<file path="src/rtl/bp_pkg.sv">
// Shared encodings and helpers for the local-history branch predictor.
package bp_pkg;

  localparam logic [1:0] SNT = 2'b00;
  localparam logic [1:0] WNT = 2'b01;
  localparam logic [1:0] WT  = 2'b10;
  localparam logic [1:0] ST  = 2'b11;

  localparam logic [1:0] CNT_RESET = WNT;

  // Step a 2-bit counter toward the outcome, pinned at SNT/ST.
  function automatic logic [1:0] sat_next(input logic [1:0] cnt, input logic taken);
    logic [1:0] nxt;
    nxt = cnt;
    if (taken) begin
      if (cnt != ST) nxt = cnt + 2'd1;
    end else begin
      if (cnt != SNT) nxt = cnt - 2'd1;
    end
    return nxt;
  endfunction

endpackage

</file>
<file path="src/rtl/sat_counter2.sv">
// Combinational next-state of one 2-bit saturating PHT counter.
module sat_counter2
  import bp_pkg::*;
(
  input  logic [1:0] cnt,
  input  logic       taken,
  output logic [1:0] next
);

  assign next = sat_next(cnt, taken);

endmodule

</file>
<file path="src/rtl/branch_predictor.sv">
// Two-level local-history predictor: PC-hashed BHT selects a history that indexes a
// PHT of 2-bit counters. Lookup is combinational; training comes only from MEM.
module branch_predictor
  import bp_pkg::*;
#(
  parameter int PC_HASH_BITS   = 3,
  parameter int PHT_INDEX_BITS = 7
) (
  input  logic                      clk,
  input  logic                      rst,
  input  logic [31:0]               pcF,
  input  logic                      branchM,
  input  logic                      actually_takenM,
  input  logic                      predict_resultM,
  input  logic [PC_HASH_BITS-1:0]   pc_hashingM,
  input  logic [PHT_INDEX_BITS-1:0] PHT_indexM,
  output logic                      predict_takeF,
  output logic [PC_HASH_BITS-1:0]   pc_hashingF,
  output logic [PHT_INDEX_BITS-1:0] PHT_indexF,
  output logic [31:0]               branch_count,
  output logic [31:0]               mispredict_count
);

  localparam int BHT_SIZE = 1 << PC_HASH_BITS;
  localparam int PHT_SIZE = 1 << PHT_INDEX_BITS;

  // Flop arrays so reset can clear every entry asynchronously.
  logic [PHT_INDEX_BITS-1:0] bht [BHT_SIZE];
  logic [1:0]                pht [PHT_SIZE];
  logic [1:0]                pht_next;

  logic unused_pc;
  assign unused_pc = ^{pcF[31:PC_HASH_BITS+2], pcF[1:0]};

  assign pc_hashingF   = pcF[PC_HASH_BITS+1:2];
  assign PHT_indexF    = bht[pc_hashingF];
  assign predict_takeF = pht[PHT_indexF][1];

  sat_counter2 u_pht_ctr (
    .cnt   (pht[PHT_indexM]),
    .taken (actually_takenM),
    .next  (pht_next)
  );

  // No bypass: a lookup of the entry being written sees the old value this cycle.
  always_ff @(posedge clk or posedge rst) begin
    if (rst) begin
      for (int i = 0; i < BHT_SIZE; i++) bht[i] <= '0;
      for (int i = 0; i < PHT_SIZE; i++) pht[i] <= CNT_RESET;
    end else if (branchM) begin
      bht[pc_hashingM] <= {bht[pc_hashingM][PHT_INDEX_BITS-2:0], actually_takenM};
      pht[PHT_indexM]  <= pht_next;
    end
  end

  // Perf counters stick at all-ones rather than wrapping.
  always_ff @(posedge clk or posedge rst) begin
    if (rst) begin
      branch_count     <= '0;
      mispredict_count <= '0;
    end else if (branchM) begin
      if (branch_count != '1) branch_count <= branch_count + 32'd1;
      if (!predict_resultM && mispredict_count != '1)
        mispredict_count <= mispredict_count + 32'd1;
    end
  end

endmodule

</file>
<file path="config.mk">
export PLATFORM = sky130hd
export DESIGN_NAME = branch_predictor
export DESIGN_NICKNAME = d
export VERILOG_FILES = /design/src/rtl/bp_pkg.sv /design/src/rtl/sat_counter2.sv /design/src/rtl/branch_predictor.sv
export SDC_FILE = /design/constraint.sdc
export NUM_CORES = 1
export LEC_CHECK = 0
export ABC_AREA = 1
export BUFFER_PORTS_ARGS = -buffer_cell sky130_fd_sc_hd__clkbuf_2
export CORE_AREA = 2 2 189 191
export DETAILED_ROUTE_END_ITERATION = 7
export DIE_AREA = 0 0 191 193
export GPL_ROUTABILITY_DRIVEN = 0
export GPL_TIMING_DRIVEN = 1
export PLACE_DENSITY = 0.79
export REMOVE_ABC_BUFFERS = 1
export SLEW_MARGIN = 10
export SYNTH_ARGS = -nofsm -noshare
export SYNTH_HDL_FRONTEND = slang
export SYNTH_SLANG_ARGS = --single-unit
</file>
<file path="constraint.sdc">
create_clock -name clk -period 27.9 [get_ports clk]
set_clock_uncertainty 0.05 [all_clocks]
set_input_delay 4.185 -clock clk [delete_from_list [all_inputs] [get_ports clk]]
set_output_delay 4.185 -clock clk [all_outputs]
set_load 0.1 [all_outputs]
</file>
==> results.ini, run 1 <==
[power_and_ir_drop]
cellPowerDensity_nw_per_um2=66.6
ir_drop_mv=0.101
p_leak_uw=0.0112

[floorplanning]
coreArea_sq_um=35000
fp.dieW_um=191
rows=69
die_y_um=193
die_area_sq_um=36900
initial_core_util=0.603
pin_count=122

[grt]
grt_pass1_vias=19893
grt_usage=0.365
grt_pass1_wl_um=105000
antenna_found_initial=0
grt_max_degree=187
globalRouteOverflowTotal=0

[finish]
seq_area_sq_um=9570
drive_above_1_share=0.109
finalCoreUtilization=0.661
nFillCells=2969
multiInputGateArea_sq_um=9620
nets=3067
stdcell_count=3513
antenna_cells=0
syn_to_final_growth_pct=9.50

[setup_path]
cp_max_fo=49
max_stage_delay_ps=690
critPathCaptureType=primary output
critPathSlowestCell=nand2_2
critPathKind=primary input to primary output
r2r_slack_ps=23630
path_delay_family=buffers and inverters
critical_path_required_ps=23660
path_buf_inv=5
start_kind=primary input
worstPathArrival_ps=9270
crit_chain=clkbuf_2 > inv_1 > nand2_1 > nand3_1 > nand3_2 > buf_4 > nand2_2 > buf_4 > o21ai_0 > nand2_1 > nand3_1 > nand3_1 > nand3_1 > nand3_1 > nand2_1 > nand2_1 > nand2_1 > clkbuf_2

[clock_tree]
clock_path_buffers=3
clk_latency_ps=590
cts.reportedPaths.clkPinSlew_ps=50
cts_sinks=376
cts_root_buf=clkbuf_16
post-cts-setup-buffers=0
ctsResizeCount=0
htreeDepth=2
cts-buffers-inserted=42
cts_hold_buf=0
tritoncts=built

[synth]
ys_top_cells_by_area=dfrtp_1 29%, nand2_1 22%, dfstp_2 16%
synth_ff_type=dfrtp_1
synth_edf_count=0
netlist.area_leader.share=0.294
avgSynthCellArea_sq_um=7.03
synthCells=3001
yosysTopAreaCell=dfrtp_1
syn-cell-area_sq_um=21100
ys_warn_count=0
synth.yosys.seq_area_share=0.454
synth.distinct_cells=38
synth-async-reset-ratio=1.00
synth-seq-cells=376

[sta]
layout_min_cycle_time_ps=13510
relSlewSlack=0.283
max_freq_ghz=0.0740
fin_tns_setup_ps=0
slew_violations=0
worst_pin_slew_ps=1070
setup_viol=0
hold_viol_final=0
fin_crit_sh=0.484
rsz0062_at_grt=false

[worst_hold_path]
hp-class=register to register

[detailed_routing]
wl_per_cell_um=19.2
drc=0
vias=20936
vias_per_cell=5.96
ant_nets=0
first_iter_violations=2902
dr.pass1.iters=7
wirelength_um=67500

[place]
port_buffers=92
place_inst=3435
dp_hpwl_um=40500

[outcome]
outcome=completed

[run]
maxCapViolations=0

==> worst paths after layout <==
path / startpoint / cells past startpoint / end
worst max-delay path: pcF[2] / 18 / predict_takeF
worst min-delay path: pht[206]$_DFFE_PP1P_ / 2 / pht[206]$_DFFE_PP1P_
worst max register to register: pht[121]$_DFFE_PP0P_ / 15 / pht[22]$_DFFE_PP1P_
worst min register to register: pht[206]$_DFFE_PP1P_ / 2 / pht[206]$_DFFE_PP1P_
max in group asynchronous: rst / 3 / mispredict_count[14]$_DFFE_PP0P_
min in group asynchronous: rst / 2 / branch_count[3]$_DFFE_PP0P_
==> cell usage in the layout (no fill, tap or decap), types with 5 or more instances in the layout <==
master     instances
nand2_1         1214
inv_1            311
nand3_1          289
dfrtp_1          248
nor2_1           200
o21ai_0          157
dfstp_2          128
clkbuf_2          92
nor3_1            57
clkbuf_16         45
a21oi_1           38
nand3b_1          38
xor2_1            33
xnor2_1           27
nand4_1           26
o22ai_1           16
a22oi_1           16
buf_4             14
o21ai_1           13
clkbuf_8          12
inv_2             11
clkinv_2          10
nand3_2            8
clkinv_1           7
nor4_1             6
clkbuf_1           5
==> layer usage <==
layer  up-vias  GRT usage  wire length (um)
met5         -          0                 0
met2      1384      0.562             29500
li1       9452          -                 -
met3       331     0.0878              8570
met1      9769      0.466             25100
met4         0      0.232              4270
==> per-stage QoR <==
stage          setup WS, ps  cell area [sq um]  hold slack (ps)  total power [uW]
2_1_floorplan         13430              20400              396               844
6_report              14390              23100              416              1540
5_1_grt               14360              23100              426              1580
4_1_cts               14700              23100              417              1530
3_3_place_gp          14790              21600              403               928
3_5_place_dp          14700              21600              408               935
==> layout make-up <==
class                      count  share of cell area
multi-input combinational   2161               0.417
sequential                   376               0.414
clock buffer                  62              0.0567
inverter                     330              0.0540
tap                          461              0.0250
timing repair buffer         107              0.0254
clock inverter                16             0.00813
==> worst reg2reg max path, stage by stage, from the launching register on <==
cell     delay, ps
dfrtp_1        390
nand2_1         80
o21ai_0        110
nand2_1        100
a21oi_1         80
o21ai_0        400
nand2_1         90
nor2_1         110
nor2_1          50
nor2_1         250
nand3_4        700
nand2_1        360
nand2_4        530
buf_4          590
nand2_1        240
nand2_1         70
==> power breakdown <==
group          internal (uW)  total [uW]  leakage [uW]  switching [uW]
clock network            363         600      0.000751             237
logic                   62.1         301       0.00577             239
registers                601         636       0.00468            34.6
==> flip-flops by register name (all words and copies together) (netlist names) <==
register,count
bht,56
branch_count,32
mispredict_count,32
pht,256
==> synthesized netlist by cell type (2+ instances only) <==
cell and number:
buf_4 9, a221oi_1 2, nand4_1 26, o22ai_1 16
a22oi_1 16, nand2_1 1217, clkinv_1 6, inv_2 10
inv_1 314, a211oi_1 2, buf_1 10, a21oi_1 38
ha_1 2, nand3_2 6, nor4_1 6, nor2_1 200
xor2_1 33, clkbuf_1 45, dfrtp_1 248, nand3_1 292
nand3b_1 38, o21ai_1 13, nor3_1 57, a32o_1 2
o211ai_1 3, dfstp_2 128, o21ai_0 157, buf_2 56
buf_6 14, xnor2_1 27
==> kinds of logic after synthesis <==
group	after synthesis	synth area share
adders and majority gates	2	0.00119
buffers and inverters	464	0.0925
AOI/OAI and AO/OA	255	0.0657
xor gates and xnor gates	60	0.0249
DFF	376	0.454
and+or+nand+nor	1844	0.362
Note: power is estimated with default switching activity, not from simulation.
==> inputs of run 2 (changes only) <==
--- a/config.mk
+++ b/config.mk
@@ -5,14 +5,14 @@
 export SDC_FILE = /design/constraint.sdc
 export NUM_CORES = 1
 export LEC_CHECK = 0
-export ABC_AREA = 1
+export ABC_AREA = 0
 export BUFFER_PORTS_ARGS = -buffer_cell sky130_fd_sc_hd__clkbuf_2
-export CORE_AREA = 2 2 189 191
+export CORE_AREA = 2 2 191 193
 export DETAILED_ROUTE_END_ITERATION = 7
-export DIE_AREA = 0 0 191 193
+export DIE_AREA = 0 0 193 195
 export GPL_ROUTABILITY_DRIVEN = 0
 export GPL_TIMING_DRIVEN = 1
-export PLACE_DENSITY = 0.79
+export PLACE_DENSITY = 0.77
 export REMOVE_ABC_BUFFERS = 1
 export SLEW_MARGIN = 10
 export SYNTH_ARGS = -nofsm -noshare
==> constraint.sdc (replaced) <==
create_clock -name clk -period 11.6 [get_ports clk]
set_clock_uncertainty 0.05 [all_clocks]
set_input_delay 1.74 -clock clk [delete_from_list [all_inputs] [get_ports clk]]
set_output_delay 1.74 -clock clk [all_outputs]
set_load 0.1 [all_outputs]
==> results.ini, run 2 <==
[clock_tree]
post-cts-setup-buffers=0  ; unchanged
clock_path_buffers=3  ; unchanged
cts_hold_buf=0  ; unchanged
cts.reportedPaths.clkPinSlew_ps=60  ; about the same
clk_latency_ps=570  ; -20 ps
ctsResizeCount=0  ; unchanged
cts-buffers-inserted=41  ; -2.4%
cts_sinks=376  ; unchanged
cts_root_buf=clkbuf_16
tritoncts=built
htreeDepth=2  ; unchanged

[floorplanning]
initial_core_util=0.556  ; -0.0471
coreArea_sq_um=35400  ; +1.2%
fp.dieW_um=193  ; +1.0%
rows=69  ; unchanged
die_area_sq_um=37600  ; +2.1%
die_y_um=195  ; +1.0%
pin_count=122  ; unchanged

[setup_path]
max_stage_delay_ps=600  ; -90 ps
start_kind=primary input
critPathKind=primary input to primary output
crit_path_end=predict_takeF
worstPathArrival_ps=5730  ; -3540 ps
rr_worst_depth=9  ; -6
r2r_slack_ps=7450  ; -16180 ps
r2r_end=pht[33]$_DFFE_PP0P_
critical_path_required_ps=9810  ; -13850 ps
critPathCaptureType=primary output
critPathSlowestCell=mux4_2
crit_chain=clkbuf_2 > mux4_2 > mux2i_2 > buf_4 > inv_2 > buf_4 > mux2i_1 > mux2i_1 > nor3_1 > nor4_1 > o311ai_0 > nand4_1 > clkbuf_2
cp_max_fo=52  ; +6.1%
critPathLaunch=pcF[3]
reg2reg_from=pht[80]$_DFFE_PP1P_

[power_and_ir_drop]
pwr-share-comb=0.250  ; +0.054
p_switching_uw=1410  ; +180%
sw_frac_of_total=0.346  ; +0.0135
clockPowerShare=0.339  ; -0.051
cellPowerDensity_nw_per_um2=188  ; +180%
p_leak_uw=0.00879  ; -22%
ir_drop_mv=0.213  ; +110%
internal-power_uw=2660  ; +160%
seqPwrFrac=0.411  ; -0.003

[sta]
rsz0062_at_grt=false
setup_viol=0  ; unchanged
layout_min_cycle_time_ps=7520
whs_ps=423  ; +7.35 ps
fin_crit_sh=0.648
fin_tns_setup_ps=0  ; unchanged
max_freq_ghz=0.133
relSlewSlack=0.275  ; -0.00789
worst_pin_slew_ps=1090  ; +18.3 ps
hold_viol_final=0  ; unchanged
slew_violations=0  ; unchanged

[synth]
synth_most_common_cell=nor2_1
synth_top_family_by_area=compound AO/OA/AOI/OAI gates
muxShareOfSynthArea=0.113  ; +0.113
avgSynthCellArea_sq_um=9.69  ; +38%
synth-seq-cells=376  ; unchanged
synth_edf_count=0  ; unchanged
synth_common_cells=300 x nor2_1, 248 x dfrtp_1, 247 x nand2_1
netlist.area_leader.share=0.315  ; +0.0210
yosysTopAreaCell=dfrtp_1
synth.distinct_cells=73  ; +92%
synth-async-reset-ratio=1.00  ; unchanged
synthSimpleGateAreaFrac=0.155  ; -0.207
synthXorXnorAreaFrac=0.0276  ; +0.00267
syn-cell-area_sq_um=19700  ; -6.7%
synth_compound_area_frac=0.174  ; +0.108
synth_adder_area_share=0.00242  ; +0.00123
ys_top_cells_by_area=dfrtp_1 32%, dfstp_2 17%, mux4_2 5.7%
synth.yosys.seq_area_share=0.486  ; +0.0324
synth_ff_type=dfrtp_1
synthCells=2032  ; -32%
ys_warn_count=0  ; unchanged

[run]
maxCapViolations=0  ; unchanged

[detailed_routing]
wl_per_cell_um=21.5  ; +12%
ant_nets=0  ; unchanged
wirelength_um=54400  ; -19%
drc=0  ; unchanged
vias_per_cell=6.36  ; +6.8%
vias=16084  ; -23%
dr.pass1.iters=8  ; +1
first_iter_violations=1855  ; -36%

[finish]
stdcell_count=2527  ; -28%
syn_to_final_growth_pct=9.83
seq_area_sq_um=9570  ; unchanged
layout_commonest_cell=nor2_1
top_regs=pht x256, bht x56
nFillCells=2906  ; -2.1%
nets=2083  ; -32%
final_cell_mix=300 x nor2_1, 248 x dfrtp_1, 247 x nand2_1
largest_reg_flops=256  ; unchanged
fin_area_sq_um=21600  ; -6.4%
antenna_cells=0  ; unchanged
finalCoreUtilization=0.611  ; -0.0498
multiInputGateArea_sq_um=9310  ; -3.3%
drive_above_1_share=0.209  ; +0.0995
top_register=pht

[place]
place_inst=2452  ; -29%
dp_hpwl_um=34000  ; -16%
postPlaceCellArea_sq_um=20200  ; -6.5%
port_buffers=92  ; unchanged

[grt]
globalRouteOverflowTotal=0  ; unchanged
grt_usage=0.295  ; -0.0707
grt_pass1_vias=15601  ; -22%
grt_max_degree=135  ; -28%
antenna_found_initial=0  ; unchanged
grt_pass1_wl_um=86500  ; -18%

[worst_hold_path]
hp-class=register to register

[outcome]
outcome=completed

## run 2: cell count changes after synthesis, sizes merged, moves of 26 or more
cell    before  now
mux4         0   50
mux2         0   37
nand3      299   56
clkbuf      45   98
nand2     1217  247
o31ai        0   83
buf         89   63
mux2i        0   68
inv        324   11
a21oi       38  173
nor2       200  300
nand3b      38    0
nor3        57    7
## run 2: critical path: cells and delay by family
family                 cells  cell delay [ps]
AO/OA/AOI/OAI              1              220
buffers and inverters      5             1750
multiplexers               4             1330
AND/OR/NAND/NOR            3              640
## run 2: kinds of logic (layout without fill, tap and decap cells)
kind of cell	after synthesis	count (layout)
AO/OA/AOI/OAI	550	550
XOR/XNOR	62	62
adder cells (fa/ha/maj)	4	4
buffers and inverters	175	209
flip-flops	376	376
multiplexers	155	155
AND/OR/NAND/NOR	710	710
## run 2: power groups by stage
stage                     clock, uW  combinational (uW)  sequential, uW
final                          1380                1020            1670
after global routing           1450                1090            1700
after CTS                      1400                1010            1670
after detailed placement          0                1000            1690
after global placement            0                 981            1670
after floorplan                   0                 611            1800
## run 2: through the flow
stage | power [uW] | setup WS (ps)
floorplan | 2410 | -422
global placement | 2660 | 4300
detailed placement | 2690 | 4190
CTS | 4080 | 4190
global route | 4240 | 3960
finish | 4070 | 4080
## run 2: area by class of cell
class | instances | share of cell area
inverter | 14 | 0.00278
multi-input combinational | 1481 | 0.431
clock inverter | 15 | 0.00938
sequential | 376 | 0.443
tap | 461 | 0.0267
timing repair buffer | 120 | 0.0311
clock buffer | 60 | 0.0568
## run 2: worst min path at each step
stage | start | endpoint | slack [ps] | depth (start not counted)
2_1_floorplan | bht[13]$_DFFE_PP0P_ | bht[13]$_DFFE_PP0P_ | 390 | 2
3_3_place_gp | pht[80]$_DFFE_PP1P_ | pht[80]$_DFFE_PP1P_ | 410 | 2
3_5_place_dp | bht[13]$_DFFE_PP0P_ | bht[13]$_DFFE_PP0P_ | 420 | 2
4_1_cts | pht[64]$_DFFE_PP1P_ | pht[64]$_DFFE_PP1P_ | 430 | 2
5_1_grt | pht[70]$_DFFE_PP1P_ | pht[70]$_DFFE_PP1P_ | 440 | 2
6_report | pht[64]$_DFFE_PP1P_ | pht[64]$_DFFE_PP1P_ | 420 | 2
## run 2: layer usage
layer  vias to the layer above  share of wire  global-route usage
met2                       824           0.46               0.452
met3                       154          0.089              0.0548
met5                         -              0                   0
met1                      7832           0.40               0.404
met4                         0          0.044               0.144
li1                       7274              -                   -
